===== config.mk =====
export PLATFORM = sky130hd
export DESIGN_NAME = uart_rx
export DESIGN_NICKNAME = d
export VERILOG_FILES = /design/src/rtl/uart_pkg.sv /design/src/rtl/sync_2ff.sv /design/src/rtl/uart_rx.sv
export SDC_FILE = /design/constraint.sdc
export NUM_CORES = 1
export LEC_CHECK = 0
export BUFFER_PORTS_ARGS = -buffer_cell sky130_fd_sc_hd__buf_2
export CORE_UTILIZATION = 56
export CTS_CLUSTER_SIZE = 10
export DETAILED_ROUTE_END_ITERATION = 16
export GPL_TIMING_DRIVEN = 0
export PLACE_DENSITY = 0.73
export SKIP_CTS_REPAIR_TIMING = 1
export SYNTH_ARGS = -nofsm -noshare
export SYNTH_HDL_FRONTEND = slang
export SYNTH_HIERARCHICAL = 1
export SYNTH_SLANG_ARGS = --single-unit
export TNS_END_PERCENT = 50

===== constraint.sdc =====
create_clock -name clock -period 1.9 [get_ports clock]
set_clock_uncertainty 0.05 [all_clocks]
set_input_delay 0.095 -clock clock [delete_from_list [all_inputs] [get_ports clock]]
set_output_delay 0.095 -clock clock [all_outputs]
set_load 0.03 [all_outputs]

===== src/rtl/uart_pkg.sv =====
// Shared UART definitions: receiver state encoding, line levels and sample voting helper.
package uart_pkg;

    typedef enum logic [2:0] {
        IDLE  = 3'd0,
        START = 3'd1,
        DATA  = 3'd2,
        STOP  = 3'd3,
        BREAK = 3'd4
    } uart_rx_state_t;

    localparam logic START_BIT = 1'b0;
    localparam logic STOP_BIT  = 1'b1;

    function automatic logic majority3(input logic a, input logic b, input logic c);
        return (a & b) | (a & c) | (b & c);
    endfunction

endpackage


===== src/rtl/sync_2ff.sv =====
// Two-flop synchroniser for a single asynchronous bit; reset value is a parameter.
module sync_2ff #(
    parameter logic RESET_VALUE = 1'b1
) (
    input  logic clock,
    input  logic reset_n,
    input  logic d,
    output logic q
);

    logic meta_q;
    logic sync_q;

    always_ff @(posedge clock or negedge reset_n) begin
        if (!reset_n) begin
            meta_q <= RESET_VALUE;
            sync_q <= RESET_VALUE;
        end else begin
            meta_q <= d;
            sync_q <= meta_q;
        end
    end

    assign q = sync_q;

endmodule


===== src/rtl/uart_rx.sv =====
// UART receiver (1 start, NUMBER_OF_BITS data LSB-first, 1 stop) with valid/ready byte output.
// Optional build macro UART_RX_MAJORITY_VOTE_EN: 3-sample majority vote at each sample point.
module uart_rx
    import uart_pkg::*;
#(
    parameter int NUMBER_OF_BITS = 8,
    parameter int BAUD_DIVIDER   = 4
) (
    input  logic                      clock,
    input  logic                      reset_n,
    input  logic                      rx,
    output logic                      data_valid,
    input  logic                      data_ready,
    output logic [NUMBER_OF_BITS-1:0] data_bits,
    output logic                      frame_error,
    output logic                      overrun
);

    localparam int RATE_W = $clog2(BAUD_DIVIDER);
    localparam int BIT_W  = $clog2(NUMBER_OF_BITS + 1);
    localparam logic [RATE_W-1:0] RATE_HALF = RATE_W'(BAUD_DIVIDER / 2 - 1);
    localparam logic [RATE_W-1:0] RATE_FULL = RATE_W'(BAUD_DIVIDER - 1);
    localparam logic [BIT_W-1:0]  BIT_COUNT = BIT_W'(NUMBER_OF_BITS);

    uart_rx_state_t              state_q, state_d;
    logic [RATE_W-1:0]           rate_q, rate_d;
    logic [BIT_W-1:0]            bit_q, bit_d;
    logic [NUMBER_OF_BITS-1:0]   shift_q, shift_d;
    logic [NUMBER_OF_BITS-1:0]   bits_q, bits_d;
    logic                        valid_q, valid_d;
    logic                        ferr_q, ferr_d;
    logic                        ovr_q, ovr_d;
    logic                        rx_s;
    logic                        sample_bit;
    logic                        sample_tick;
    logic                        deliver;

    sync_2ff #(.RESET_VALUE(1'b1)) u_sync_rx (
        .clock   (clock),
        .reset_n (reset_n),
        .d       (rx),
        .q       (rx_s)
    );

`ifdef UART_RX_MAJORITY_VOTE_EN
    logic [1:0] hist_q;

    always_ff @(posedge clock or negedge reset_n) begin
        if (!reset_n) hist_q <= 2'b11;
        else          hist_q <= {hist_q[0], rx_s};
    end

    assign sample_bit = majority3(rx_s, hist_q[0], hist_q[1]);
`else
    assign sample_bit = rx_s;
`endif

    assign sample_tick = (rate_q == '0);

    always_comb begin
        state_d = state_q;
        rate_d  = rate_q;
        bit_d   = bit_q;
        shift_d = shift_q;
        deliver = 1'b0;
        ferr_d  = 1'b0;

        if (state_q == START || state_q == DATA || state_q == STOP) begin
            rate_d = sample_tick ? RATE_FULL : rate_q - RATE_W'(1);
        end

        case (state_q)
            IDLE: begin
                if (rx_s == START_BIT) begin
                    state_d = START;
                    rate_d  = RATE_HALF;
                end
            end
            START: begin
                if (sample_tick) begin
                    if (sample_bit == START_BIT) begin
                        state_d = DATA;
                        bit_d   = BIT_COUNT;
                    end else begin
                        state_d = IDLE;
                    end
                end
            end
            DATA: begin
                if (sample_tick) begin
                    shift_d = {sample_bit, shift_q[NUMBER_OF_BITS-1:1]};
                    bit_d   = bit_q - BIT_W'(1);
                    if (bit_q == BIT_W'(1)) state_d = STOP;
                end
            end
            STOP: begin
                if (sample_tick) begin
                    if (sample_bit == STOP_BIT) begin
                        state_d = IDLE;
                        deliver = 1'b1;
                    end else begin
                        state_d = BREAK;
                        ferr_d  = 1'b1;
                    end
                end
            end
            BREAK: begin
                // A held-low line must go idle before another start is accepted.
                if (rx_s == STOP_BIT) state_d = IDLE;
            end
            default: state_d = IDLE;
        endcase
    end

    always_comb begin
        valid_d = valid_q;
        bits_d  = bits_q;
        ovr_d   = 1'b0;
        if (deliver) begin
            if (!valid_q || data_ready) begin
                bits_d  = shift_q;
                valid_d = 1'b1;
            end else begin
                ovr_d = 1'b1;
            end
        end else if (valid_q && data_ready) begin
            valid_d = 1'b0;
        end
    end

    always_ff @(posedge clock or negedge reset_n) begin
        if (!reset_n) begin
            state_q <= IDLE;
            rate_q  <= '0;
            bit_q   <= '0;
            shift_q <= '0;
            bits_q  <= '0;
            valid_q <= 1'b0;
            ferr_q  <= 1'b0;
            ovr_q   <= 1'b0;
        end else begin
            state_q <= state_d;
            rate_q  <= rate_d;
            bit_q   <= bit_d;
            shift_q <= shift_d;
            bits_q  <= bits_d;
            valid_q <= valid_d;
            ferr_q  <= ferr_d;
            ovr_q   <= ovr_d;
        end
    end

    assign data_valid  = valid_q;
    assign data_bits   = bits_q;
    assign frame_error = ferr_q;
    assign overrun     = ovr_q;

endmodule


==> impl_summary.txt, run 1 <==
----------------------------------------------------
[Status]
  Outcome ... completed

[Min path]
  Worst min path class ... in -> reg

[Die]
  Initial standard-cell utilization of the core ... 59.11%
  Die H ... 50.32 um
  Placement Rows ... 17
  Placeable core region ... 2212 sq um
  Die span in x ... 50.32 um
  I/O pin total ... 15
  Total Die Area ... 2532 sq um

[Synthesis]
  Post-synth top flop ... sky130_fd_sc_hd__dfrtp_1
  Share of the yosys chip area belonging to registers ... 57.61%
  Total number of yosys warnings ... 6
  Number of flip-flops and latches in the synthesized netlist ... 30
  Number of unique standard cell types used by synthesis ... 30
  Instance count of the mapped netlist ... 100
  Post-synth design cell area ... 1308 sq um
  Post-synthesis async set-or-reset flop share ... 100.0%
  Net count after synthesis ... 107
  Avg Synthesized Cell Area ... 13.08 sq um
  EDFF count, synth ... 0

[Final layout]
  Sequential cell area ... 753.2 sq um
  Fin area ... 1518 sq um
  Core utilization of the finished layout ... 68.61%
  Multi-input combinational cell area ... 493.0 sq um
  Ratio of cells with drive above 1 in the final layout ... 39.52%
  Fin nets ... 130
  Syn-to-layout area delta ... 16.08%
  Number of diodes ... 0
  Number of inserted filler cells in the final layout ... 181

[Pwr]
  Proportion of total power due to net switching ... 32.84%
  Part of the total power dissipated in combinational logic ... 34.4%
  Leak ... 0.7819 nW
  Portion of total power attributed to the clock network ... 23.8%
  Part of the total power dissipated in sequential elements ... 41.8%
  Worst IR Drop VDD ... 0.8583 mV
  Net Sw Power ... 0.7146 mW
  Total power per unit cell area ... 1434 nW/um^2
  P_int ... 1.461 mW

[Clock network]
  Number of buffers added by the clock tree synthesis step ... 5
  Clk buf depth ... 2
  Clock Sinks ... 30
  # H-tree levels ... 2
  Skew-Pair Late Insertion Delay ... 0.32 ns
  CTS clk-pin slew, worst paths ... 0.08 ns
  CTS tree ... built
  Clock tree root buffer cell ... sky130_fd_sc_hd__clkbuf_4

[Critical path]
  Combined buffer and inverter count along the critical path ... 2
  Worst setup path class ... reg -> reg
  Critical Path Sink Type ... flop
  Nature of the critical path startpoint ... flop
  Crit-path cells ... inv_1, ha_1, buf_2, nand3_1, mux2_2
  WP data required ... 2.06 ns
  Maximum net fanout on the critical path ... 10
  Signal arrival time at the worst endpoint ... 1.92 ns
  Kind of cell adding the most delay to the critical path ... flip-flops
  Slowest-stage cell, CP ... sky130_fd_sc_hd__dfrtp_1
  Maximum single-stage delay on the critical path ... 0.40 ns

[GRT]
  Global routing usage summed across all routing layers ... 19.37%
  Maximum number of pins on one net before global-route repair ... 31
  Antenna violations before repair ... 0
  Global-route wire length before repair ... 3.484 mm
  Total grt overflow ... 0
  Number of global-route vias before repair ... 801

[Drt]
  DR vias/cell ... 5.243
  Post-detailed-route count of antenna-violating nets ... 0
  Wire length after detailed routing ... 2.021 mm
  1st-pass router iterations ... 4
  Average wire length per cell after detail routing ... 13.30 um
  Count of vias placed by the detailed router ... 797
  DRC viols ... 0
  Detailed router's first-iteration violation count ... 4

[Placed design]
  Standard cell area after detailed placement ... 1413 sq um
  GP Congestion ... 0.6905
  Hpwl dp ... 1.347 mm
  Count of buffers from port buffering ... 14

[Timing]
  Unrepaired setup endpoints after global routing ... no
  Slew at the pin with the worst max-slew slack ... 0.6421 ns
  Count of endpoints failing hold in the final timing report ... 0
  Slew HR ... 57.19%
  Final number of max-transition violations ... 0
  FMAX ... 565.2 MHz
  Time the worst path needs with I/O delays and setup ... 1.769 ns
  Post-route fraction of the period consumed by the critical path ... 93.12%
  Finish-stage setup viols ... 0
  Post-Route Setup TNS ... 0 ns

[Job]
  Number of max-cap violations ... 0

----------------------------------------------------
==> synth_stat cells (2+ instances only) <==
master,count,area (sq um)
sky130_fd_sc_hd__buf_6,2,22.52
sky130_fd_sc_hd__a21oi_1,4,20.02
sky130_fd_sc_hd__o21ai_0,2,10.01
sky130_fd_sc_hd__nand2b_1,3,18.77
sky130_fd_sc_hd__a21boi_0,2,15.01
sky130_fd_sc_hd__mux2i_1,3,30.03
sky130_fd_sc_hd__inv_1,5,18.77
sky130_fd_sc_hd__dfstp_2,2,52.55
sky130_fd_sc_hd__dfrtp_1,28,700.7
sky130_fd_sc_hd__mux2_2,17,191.4
sky130_fd_sc_hd__nor2_1,8,30.03
sky130_fd_sc_hd__buf_4,2,15.01
sky130_fd_sc_hd__ha_1,3,37.54
sky130_fd_sc_hd__nand2_1,3,11.26
==> path summary, 6_finish.rpt <==
kind	cells past startpoint	to	slack, ns	start
min in group asynchronous	2	shift_q[1]	0.27	reset_n
min	3	overrun	0.04	data_ready
max	5	shift_q[0]	0.13	rate_q[0]
max in group asynchronous	2	state_q[1]	1.10	reset_n
min reg2reg	0	u_sync_rx/q	0.31	u_sync_rx/meta_q
max reg2reg	5	shift_q[0]	0.13	rate_q[0]
==> kinds of logic (layout without fill, tap and decap cells) <==
| kind of cell | after synthesis | in the layout | synth area share [%] |
|---|---|---|---|
| adders and majority gates | 3 | 3 | 2.871 |
| AOI/OAI and AO/OA | 15 | 15 | 7.943 |
| buffers and inverters | 10 | 34 | 4.688 |
| DFF | 30 | 30 | 57.61 |
| muxes | 20 | 20 | 16.94 |
| and+or+nand+nor | 22 | 22 | 9.953 |
==> sequential cells by signal, summed over array words and instances (netlist names) <==
register          cells
data_valid            1
rate_q                2
frame_error           1
overrun               1
u_sync_rx/meta_q      1
shift_q               8
u_sync_rx/q           1
state_q               3
bit_q                 4
data_bits             8
==> cell type report <==
type                       count  area share, %
buffer                         5          2.803
clock buffer                   7          3.627
clock inverter                 1          1.979
inverter                       5          1.237
multi-input combinational     60          32.48
sequential                    30          49.63
tap                           28          2.308
timing repair buffer          16          5.936
==> metrics by stage <==
stage	hold slack (ns)	instances	power [mW]	setup WS, ns
2_1_floorplan	-0.2506	100	1.494	0.3268
3_3_place_gp	0.09915	142	1.621	0.1725
3_5_place_dp	0.1060	142	1.663	0.1096
4_1_cts	-0.2570	150	2.190	0.1006
5_1_grt	0.03371	152	2.329	0.004868
6_report	0.04165	152	2.176	0.1307
==> power by group through the flow <==
stage                     Clock (mW)  Combinational, mW  Sequential, mW
after global placement             0              0.709           0.912
after CTS                      0.531              0.749           0.910
after global routing           0.558              0.837           0.934
after floorplan                    0              0.516           0.977
after detailed placement           0              0.744           0.919
final                          0.517              0.749           0.910
==> cells in the final DEF (no fill, tap or decap), types with 2 or more instances in the layout <==
| cell | n |
|---|---|
| sky130_fd_sc_hd__nand2_1 | 3 |
| sky130_fd_sc_hd__buf_6 | 2 |
| sky130_fd_sc_hd__a21oi_1 | 4 |
| sky130_fd_sc_hd__dfstp_2 | 2 |
| sky130_fd_sc_hd__buf_4 | 2 |
| sky130_fd_sc_hd__buf_2 | 15 |
| sky130_fd_sc_hd__dfrtp_1 | 28 |
| sky130_fd_sc_hd__mux2_2 | 17 |
| sky130_fd_sc_hd__mux2i_1 | 3 |
| sky130_fd_sc_hd__nor2_1 | 8 |
| sky130_fd_sc_hd__ha_1 | 3 |
| sky130_fd_sc_hd__o21ai_0 | 2 |
| sky130_fd_sc_hd__inv_1 | 5 |
| sky130_fd_sc_hd__clkbuf_4 | 5 |
| sky130_fd_sc_hd__a21boi_0 | 2 |
| sky130_fd_sc_hd__dlygate4sd3_1 | 2 |
| sky130_fd_sc_hd__nand2b_1 | 3 |
==> tightest hold or removal path, cell delays in order <==
cell,delay [ns]
sky130_fd_sc_hd__buf_2,0.07
sky130_fd_sc_hd__nand2b_1,0.15
sky130_fd_sc_hd__nor2_1,0.05
==> per-layer routing <==
| metal | track usage [%] | up-vias | part of all wire (%) |
|---|---|---|---|
| li1 | - | 394 | - |
| met1 | 21.62 | 381 | 46 |
| met2 | 32.22 | 16 | 48 |
| met3 | 6.364 | 6 | 3.4 |
| met4 | 11.11 | 0 | 2.4 |
| met5 | 0 | - | 0 |
Power figures use the tool's default switching activity.
==> inputs of run 2 (changes only) <==
Settings changed: REMOVE_ABC_BUFFERS set to 1.
==> impl_summary.txt, run 2 (synthesis results as in run 1) <==
----------------------------------------------------
[Pwr]
  Leak ... 0.7536 nW
  Total power ... 2.097 mW
  Total power per unit cell area ... 1418 nW/um^2
  Worst IR Drop VDD ... 0.8678 mV

[Job]
  Number of max-cap violations ... 0

[Drt]
  Post-detailed-route count of antenna-violating nets ... 0
  Average wire length per cell after detail routing ... 14.62 um
  DR vias/cell ... 5.483
  Wire length after detailed routing ... 2.149 mm
  Count of vias placed by the detailed router ... 806
  Detailed router's first-iteration violation count ... 8
  DRC viols ... 0
  1st-pass router iterations ... 7

[Critical path]
  R2r endpoint ... data_bits[3]
  Nature of the critical path startpoint ... flop
  Worst setup slack for register-to-register paths ... 0.15 ns
  Number of cells on the worst reg-to-reg path ... 5
  Maximum single-stage delay on the critical path ... 0.40 ns
  Crit-path cells ... inv_1, ha_2, and4b_1, nand3_4, mux2_2
  WP data required ... 2.06 ns
  Slowest-stage cell, CP ... sky130_fd_sc_hd__dfrtp_1
  Critical register-to-register path startpoint ... rate_q[0]
  Signal arrival time at the worst endpoint ... 1.91 ns
  Worst setup path class ... reg -> reg
  Maximum net fanout on the critical path ... 11
  Critical Path Sink Type ... flop

[Timing]
  Worst Hold Margin ... 0.04842 ns
  FMAX ... 571.0 MHz
  Slew HR ... 55.84%
  Finish-stage setup viols ... 0
  Time the worst path needs with I/O delays and setup ... 1.751 ns
  Unrepaired setup endpoints after global routing ... no
  Count of endpoints failing hold in the final timing report ... 0
  Slew at the pin with the worst max-slew slack ... 0.6624 ns
  Final number of max-transition violations ... 0
  Post-route fraction of the period consumed by the critical path ... 92.18%

[GRT]
  Global-route wire length before repair ... 3.753 mm
  Antenna violations before repair ... 0
  Number of global-route vias before repair ... 843
  Maximum number of pins on one net before global-route repair ... 31
  Total grt overflow ... 0
  Global routing usage summed across all routing layers ... 21.05%

[Final layout]
  Highest-count cells in the layout ignoring fill and taps ... sky130_fd_sc_hd__dfrtp_1 (28), sky130_fd_sc_hd__mux2_2 (17), sky130_fd_sc_hd__buf_2 (14), sky130_fd_sc_hd__nor2_1 (8)
  Core utilization of the finished layout ... 66.86%
  Syn-to-layout area delta ... 13.11%
  Ratio of cells with drive above 1 in the final layout ... 38.66%
  Number of inserted filler cells in the final layout ... 183
  Fin nets ... 125
  Number of diodes ... 0
  Fin area ... 1479 sq um
  Leading cell type in the layout, fill and taps excluded ... sky130_fd_sc_hd__dfrtp_1

[Die]
  I/O pin total ... 15
  Placement Rows ... 17
  Initial standard-cell utilization of the core ... 59.11%
  Placeable core region ... 2212 sq um
  Die H ... 50.32 um
  Total Die Area ... 2532 sq um
  Die span in x ... 50.32 um

[Clock network]
  Clk buf depth ... 2
  Number of buffers added by the clock tree synthesis step ... 5
  CTS tree ... built
  Clock tree root buffer cell ... sky130_fd_sc_hd__clkbuf_4
  Skew-Pair Late Insertion Delay ... 0.33 ns
  # H-tree levels ... 2
  CTS clk-pin slew, worst paths ... 0.10 ns
  Clock Sinks ... 30

[Placed design]
  GP Congestion ... 0.7577
  Hpwl dp ... 1.422 mm
  Standard cell area after detailed placement ... 1370 sq um
  Count of buffers from port buffering ... 14

[Min path]
  Min-delay src ... data_ready
  Worst min path class ... in -> reg
  Number of instances on the worst hold path ... 3
  Destination of the worst hold path ... overrun

[Status]
  Outcome ... completed

----------------------------------------------------
==> run 2: cell types whose count changed in the layout (fill, tap and decap cells not counted) <==
| cell | previous run | this run |
|---|---|---|
| sky130_fd_sc_hd__nand3_2 | 1 | 0 |
| sky130_fd_sc_hd__clkbuf_1 | 1 | 0 |
| sky130_fd_sc_hd__clkbuf_8 | 1 | 3 |
| sky130_fd_sc_hd__nand3_4 | 0 | 1 |
| sky130_fd_sc_hd__buf_6 | 2 | 0 |
| sky130_fd_sc_hd__buf_4 | 2 | 0 |
| sky130_fd_sc_hd__bufinv_16 | 1 | 0 |
| sky130_fd_sc_hd__ha_1 | 3 | 2 |
| sky130_fd_sc_hd__buf_2 | 15 | 14 |
| sky130_fd_sc_hd__ha_2 | 0 | 1 |
==> run 2: cell type report <==
cell class | instances | area (sq um) | share of cell area [%]
well taps | 28 | 35.03 | 2.369
flip-flops and latches | 30 | 753.2 | 50.93
repair buffers | 16 | 90.09 | 6.091
clock buffers | 8 | 78.83 | 5.330
inverters | 5 | 18.77 | 1.269
multi-input cells | 60 | 503.0 | 34.01
==> run 2: stage by stage <==
| step | setup slack [ns] | setup TNS, ns | instances |
|---|---|---|---|
| 2_1_floorplan | 0.2710 | 0 | 95 |
| 3_3_place_gp | 0.04679 | 0 | 137 |
| 3_5_place_dp | -0.01648 | -0.09015 | 137 |
| 4_1_cts | -0.04104 | -0.2722 | 145 |
| 5_1_grt | 0.05151 | 0 | 147 |
| 6_report | 0.1486 | 0 | 147 |
==> run 2: critical path, delay by kind of cell (launching register included) <==
family                   cells  cell delay [ns]
buffers and inverters        1             0.07
adder cells (fa/ha/maj)      1             0.30
multiplexers                 1             0.31
flip-flops                   1             0.40
AND/OR/NAND/NOR              2             0.51
==> run 2: report_power, final <==
part / switching (mW) / internal [mW]
sequential: 0.153 / 0.812
clock: 0.216 / 0.253
combinational: 0.362 / 0.301
total: 0.731 / 1.37
==> run 2: layer usage <==
layer  wire [um]  GRT usage, %
met1         926         23.78
met2        1091         34.22
met3          91         8.182
met4          41         11.11
met5           0             0
==> run 2: worst max-delay path by stage <==
stage	startpoint	endpoint	slack (ns)	cells past startpoint
after floorplan	rate_q[0]	data_bits[0]	0.27	5
after detailed placement	rate_q[0]	data_bits[3]	-0.02	5
after CTS	rate_q[0]	data_bits[5]	-0.04	5
after global placement	rate_q[0]	data_bits[5]	0.05	5
after global routing	rate_q[0]	data_bits[7]	0.05	5
final	rate_q[0]	data_bits[3]	0.15	5
